[config.mk]
export PLATFORM = sky130hd
export DESIGN_NAME = product_accumulator
export DESIGN_NICKNAME = d
export VERILOG_FILES = /design/src/rtl/mult_pkg.sv /design/src/rtl/product_accumulator_beat_counter.sv /design/src/rtl/product_accumulator.sv
export SDC_FILE = /design/constraint.sdc
export NUM_CORES = 1
export LEC_CHECK = 0
export CORE_ASPECT_RATIO = 0.75
export CORE_MARGIN = 4
export CORE_UTILIZATION = 45
export DETAILED_ROUTE_END_ITERATION = 16
export GPL_ROUTABILITY_DRIVEN = 0
export PLACE_DENSITY = 0.87
export SLEW_MARGIN = 20
export SYNTH_ARGS = -nofsm -noshare
export SYNTH_HDL_FRONTEND = slang
export SYNTH_HIERARCHICAL = 1
export SYNTH_SLANG_ARGS = --single-unit
[constraint.sdc]
create_clock -name clk -period 2 [get_ports clk]
set_input_delay 0.2 -clock clk [delete_from_list [all_inputs] [get_ports clk]]
set_output_delay 0.2 -clock clk [all_outputs]
set_load 0.005 [all_outputs]
[src/rtl/mult_pkg.sv]
// Shared definitions for the product accumulation datapath.
//   PROD_W_DEF : width of one unsigned 4x4 array-multiplier product
//   ACC_W_DEF  : width of the group accumulator
//   CNT_W_DEF  : width of the group-length field (0 encodes 2^CNT_W)
//   state_t    : accumulator control states
package mult_pkg;

  localparam int PROD_W_DEF = 8;
  localparam int ACC_W_DEF  = 10;
  localparam int CNT_W_DEF  = 4;

  typedef enum logic {
    ACCUM = 1'b0,
    HOLD  = 1'b1
  } state_t;

endpackage

[src/rtl/product_accumulator_beat_counter.sv]
// Beat counter for one product group.
// Loads on the first beat of a group, increments on later beats, and flags
// the beat that brings the count up to the latched group length.
// Ports:
//   clk, rst   : clock, synchronous active-high reset
//   step       : a beat is accepted this cycle
//   clear      : group has been handed off; next beat starts a new group
//   grp_len    : requested group length (0 means 2^CNT_W), used on first beat only
//   cnt        : beats accepted so far in the current group
//   first      : next accepted beat opens a new group
//   close_hit  : the beat accepted this cycle reaches the group length
module beat_counter
  import mult_pkg::*;
#(
  parameter int CNT_W = CNT_W_DEF
) (
  input  logic             clk,
  input  logic             rst,
  input  logic             step,
  input  logic             clear,
  input  logic [CNT_W-1:0] grp_len,
  output logic [CNT_W:0]   cnt,
  output logic             first,
  output logic             close_hit
);

  logic [CNT_W:0] cnt_reg;
  logic [CNT_W:0] len_reg;
  logic [CNT_W:0] len_decoded;
  logic [CNT_W:0] len_eff;
  logic [CNT_W:0] cnt_next;

  // A zero length field stands for the full 2^CNT_W beats.
  assign len_decoded = (grp_len == '0) ? {1'b1, {CNT_W{1'b0}}} : {1'b0, grp_len};

  // A count of zero marks "no beat yet in this group".
  assign first     = (cnt_reg == '0);
  // On the first beat the freshly sampled length applies; afterwards only
  // the latched one, so grp_len wiggles mid-group have no effect.
  assign len_eff   = first ? len_decoded : len_reg;
  assign cnt_next  = first ? {{CNT_W{1'b0}}, 1'b1} : cnt_reg + 1'b1;
  assign close_hit = (cnt_next == len_eff);
  assign cnt       = cnt_reg;

  always_ff @(posedge clk) begin
    if (rst) begin
      cnt_reg <= '0;
      len_reg <= '0;
    end else if (clear) begin
      cnt_reg <= '0;
    end else if (step) begin
      cnt_reg <= cnt_next;
      if (first) begin
        len_reg <= len_decoded;
      end
    end
  end

endmodule

[src/rtl/product_accumulator.sv]
// Accumulates a stream of multiplier products into groups and emits one sum
// per group through a valid/ready handshake.
// Ports:
//   clk, rst            : clock, synchronous active-high reset
//   in_valid / in_ready : product beat handshake
//   product             : unsigned multiplier result
//   in_last             : closes the current group on this beat
//   grp_len             : beats per group, sampled on the group's first beat
//   out_valid/out_ready : group result handshake
//   sum                 : group sum modulo 2^ACC_W
//   overflow            : group sum exceeded 2^ACC_W-1
//   beats               : number of products in the emitted group
module product_accumulator
  import mult_pkg::*;
#(
  parameter int PROD_W = PROD_W_DEF,
  parameter int ACC_W  = ACC_W_DEF,
  parameter int CNT_W  = CNT_W_DEF
) (
  input  logic              clk,
  input  logic              rst,
  input  logic              in_valid,
  output logic              in_ready,
  input  logic [PROD_W-1:0] product,
  input  logic              in_last,
  input  logic [CNT_W-1:0]  grp_len,
  output logic              out_valid,
  input  logic              out_ready,
  output logic [ACC_W-1:0]  sum,
  output logic              overflow,
  output logic [CNT_W:0]    beats
);

  state_t             state_reg;
  state_t             state_next;
  logic [ACC_W-1:0]   acc_reg;
  logic               ovf_reg;
  logic               accept;
  logic               take;
  logic               first;
  logic               close_hit;
  logic [CNT_W:0]     cnt;
  logic [ACC_W:0]     add_full;

  // Handshakes derived straight from the state register so the control
  // logic below has no combinational loop through in_ready/out_valid.
  assign accept = in_valid && (state_reg == ACCUM) && !rst;
  assign take   = out_ready && (state_reg == HOLD);

  // Extra top bit captures the carry-out of the modular accumulation.
  assign add_full = {1'b0, acc_reg} + (ACC_W + 1)'(product);

  beat_counter #(
    .CNT_W (CNT_W)
  ) u_beat_counter (
    .clk       (clk),
    .rst       (rst),
    .step      (accept),
    .clear     (take),
    .grp_len   (grp_len),
    .cnt       (cnt),
    .first     (first),
    .close_hit (close_hit)
  );

  always_ff @(posedge clk) begin
    if (rst) begin
      state_reg <= ACCUM;
    end else begin
      state_reg <= state_next;
    end
  end

  always_comb begin
    state_next = state_reg;
    in_ready   = 1'b0;
    out_valid  = 1'b0;
    case (state_reg)
      ACCUM: begin
        in_ready = !rst;
        if (accept && (close_hit || in_last)) begin
          state_next = HOLD;
        end
      end
      HOLD: begin
        out_valid = 1'b1;
        // No bypass: the next beat is taken in the cycle after the hand-off.
        if (out_ready) begin
          state_next = ACCUM;
        end
      end
      default: begin
        state_next = ACCUM;
      end
    endcase
  end

  always_ff @(posedge clk) begin
    if (rst) begin
      acc_reg <= '0;
      ovf_reg <= 1'b0;
    end else if (accept) begin
      if (first) begin
        acc_reg <= ACC_W'(product);
        ovf_reg <= 1'b0;
      end else begin
        acc_reg <= add_full[ACC_W-1:0];
        ovf_reg <= ovf_reg | add_full[ACC_W];
      end
    end
  end

  assign sum      = acc_reg;
  assign overflow = ovf_reg;
  assign beats    = cnt;

endmodule

==> impl_metrics.yaml <==
yosys:
  synth_seq_area_share: 0.279
  netlist_area_sq_um: 1580
  synth.net_count: 209
  yosys_warnings: 6
  synth_top_family_by_area: "simple AND/OR/NAND/NOR gates"
  synth_top_flop_cell: "dfxtp_1"
  async_reset_ff_frac: 0
  ys_ff_latch: 22
  synth_xor_area_frac: 0.0666
  synthMuxAreaShare: 0.0674
  ys_types: 51
  synth-edff-count: 0
  postSynthCellCount: 181
  syn_area_per_cell_sq_um: 8.72
  synth_compound_area_frac: 0.197
  synth-simple-area-share: 0.223
  yosys.area_share.adder: 0.0920
cells_and_area:
  largest_reg_flops: 10
  final_cell_mix: "34 x clkdlybuf4s50_1, 27 x buf_4, 21 x dfxtp_1"
  multiInputGateArea_sq_um: 1060
  final_common_cell: "clkdlybuf4s50_1"
  drive_above_1_share: 0.227
  fin_area_sq_um: 2190
  ff_latch_area_sq_um: 442
  final_nets: 267
  nFillCells: 274
  antenna_cells: 0
  syn_to_final_growth_pct: 39.0
clock_tree:
  path_clk_slew_ps: 80
  worst_skew_pair.late_latency_ps: 260
  htreeDepth: 1
  hold_buffers: 0
  cts_tree: "built"
  cts_buffers: 3
  cts.sinks: 22
  cts_root_buffer: "clkbuf_8"
  clk_path_buf_depth: 2
sta:
  skew_ps: 4.62
  post-route-min-period_ps: 2100
  rsz0062_at_grt: "yes"
  finalHoldViolCount: 0
  slew_violations: 0
  max_slew_margin: 0.713
  whs_ps: 463
  setup_viol: 1
  fmax_ghz: 0.475
  timing.final.crit_share: 1.05
  fin_ws_ps: -104
  worst_slew_pin_slew_ps: 430
global_route:
  grt.overflow.total: 0
  first_global_vias: 1590
  grt_pass1_wl_um: 6880
  grt_max_degree: 16
  grtUsageTotal: 0.190
  antenna_found_initial: 0
drt:
  dr_total_vias: 1577
  drt_wl_total_um: 4150
  drt_iter0_markers: 130
  wire_per_inst_um: 14.9
  ant_nets: 0
  route.detailed.drc: 0
  dr.pass1.iters: 4
  viasPerCell: 5.67
worst_setup_path:
  reg2reg_from: "u_beat_counter/cnt[0]$_SDFFE_PP0P_"
  worstSetupPathType: "reg -> reg"
  crit-reg2reg-capture: "state_reg$_SDFF_PP0_"
  r2r_cells: 10
  arrival_ps: 2310
  start_kind: "register"
  crit_required_ps: 2200
  crit_path_end_kind: "register"
  regToRegSetupSlack_ps: -100
  cp_max_fo: 4
outcome:
  status: "finished with violations"
  violations: "setup timing"
min_path:
  holdCritStartpoint: "u_beat_counter/len_reg[4]$_SDFFE_PP0P_"
  min_path_type: "reg -> reg"
  hold_depth: 2
  holdPathEnd: "u_beat_counter/len_reg[4]$_SDFFE_PP0P_"
die:
  start_util: 0.473
  ios: 35
  core_sq_um: 3330
  std_cell_rows: 18
  dieWidth_um: 76.4
  die_area_sq_um: 4530
  die_h_um: 59.3
placement:
  numPortBuffers: 34
  place_area_sq_um: 2080
  hpwl_um: 3110
run:
  max_cap_viol_count: 0
pwr:
  ir_drop_mv: 0.477
  p_leak_uw: 0.000916
  power.density_nw_per_um2: 560
## cells in the mapped netlist (4+ instances only)
library cell	count	area, sq um
nand3_1	9	45.0
a21oi_1	17	85.1
ha_1	10	125
xor2_1	4	35.0
nand2_1	11	41.3
mux2i_1	7	70.1
xnor2_1	8	70.1
dfxtp_1	22	440
a31oi_1	5	31.3
a211oi_1	6	45.0
o21ai_0	7	35.0
nor2_1	15	56.3
## routing by layer
| layer | share of wire | up-vias | global-route usage |
|---|---|---|---|
| met5 | 0 | - | 0 |
| li1 | - | 781 | - |
| met2 | 0.48 | 54 | 0.335 |
| met3 | 0.063 | 6 | 0.0410 |
| met4 | 0.014 | 0 | 0.0594 |
| met1 | 0.45 | 736 | 0.236 |
## cells by family (layout without fill, tap and decap cells)
group / Yosys count / count (layout)
fa+ha+maj: 11 / 11
compound gates: 48 / 48
xor+xnor: 12 / 12
flops: 22 / 22
mux: 10 / 10
simple gates: 64 / 64
buf+inv: 14 / 71
## report_power, final
part	switching, uW	internal, uW
Combinational	198	230
Clock	144	175
Sequential	19.7	462
Total	361	868
## stage by stage
stage | utilization | setup slack (ps) | std cells | power, uW | TNS, ps
4_1_cts | 0.651 | -111 | 277 | 1220 | -135
3_5_place_dp | 0.623 | -319 | 271 | 889 | -1370
3_3_place_gp | 0.623 | -242 | 271 | 875 | -939
5_1_grt | 0.658 | -277 | 278 | 1300 | -362
2_1_floorplan | - | 12.4 | 181 | 730 | 0
6_report | 0.658 | -104 | 278 | 1230 | -104
## layout make-up
class | count | share of cell area
multi-input combinational | 145 | 0.483
timing repair buffer | 63 | 0.258
sequential | 22 | 0.201
clock buffer | 4 | 0.0251
tap | 40 | 0.0228
inverter | 4 | 0.0103
## how the worst max path moves through the flow
stage / slack (ps) / endpoint / start / cells after the start
detailed placement: -320 / sum[4]$_SDFFE_PP0P_ / product[0] / 7
CTS: -110 / state_reg$_SDFF_PP0_ / u_beat_counter/cnt[0]$_SDFFE_PP0P_ / 11
finish: -100 / state_reg$_SDFF_PP0_ / u_beat_counter/cnt[0]$_SDFFE_PP0P_ / 10
global placement: -240 / sum[4]$_SDFFE_PP0P_ / product[0] / 7
floorplan: 10 / state_reg$_SDFF_PP0_ / u_beat_counter/cnt[0]$_SDFFE_PP0P_ / 10
global route: -280 / state_reg$_SDFF_PP0_ / u_beat_counter/cnt[0]$_SDFFE_PP0P_ / 10
## critical path, stage by stage (launching register included)
cell,delay (ps)
dfxtp_2,330
inv_1,70
ha_2,180
nor4b_4,200
buf_6,160
mux2i_2,240
xnor2_1,100
nor4_2,310
o21ai_0,100
mux2_2,260
nor2_1,80
## repair_timing
| action | 4_1_cts | 5_1_grt |
|---|---|---|
| buffers inserted | 2 | 1 |
| resized for setup | 6 | 5 |
| pin swaps | 2 | 2 |
| setup endpoints to repair | 4 | 5 |
Note: power is estimated with default switching activity, not from simulation.
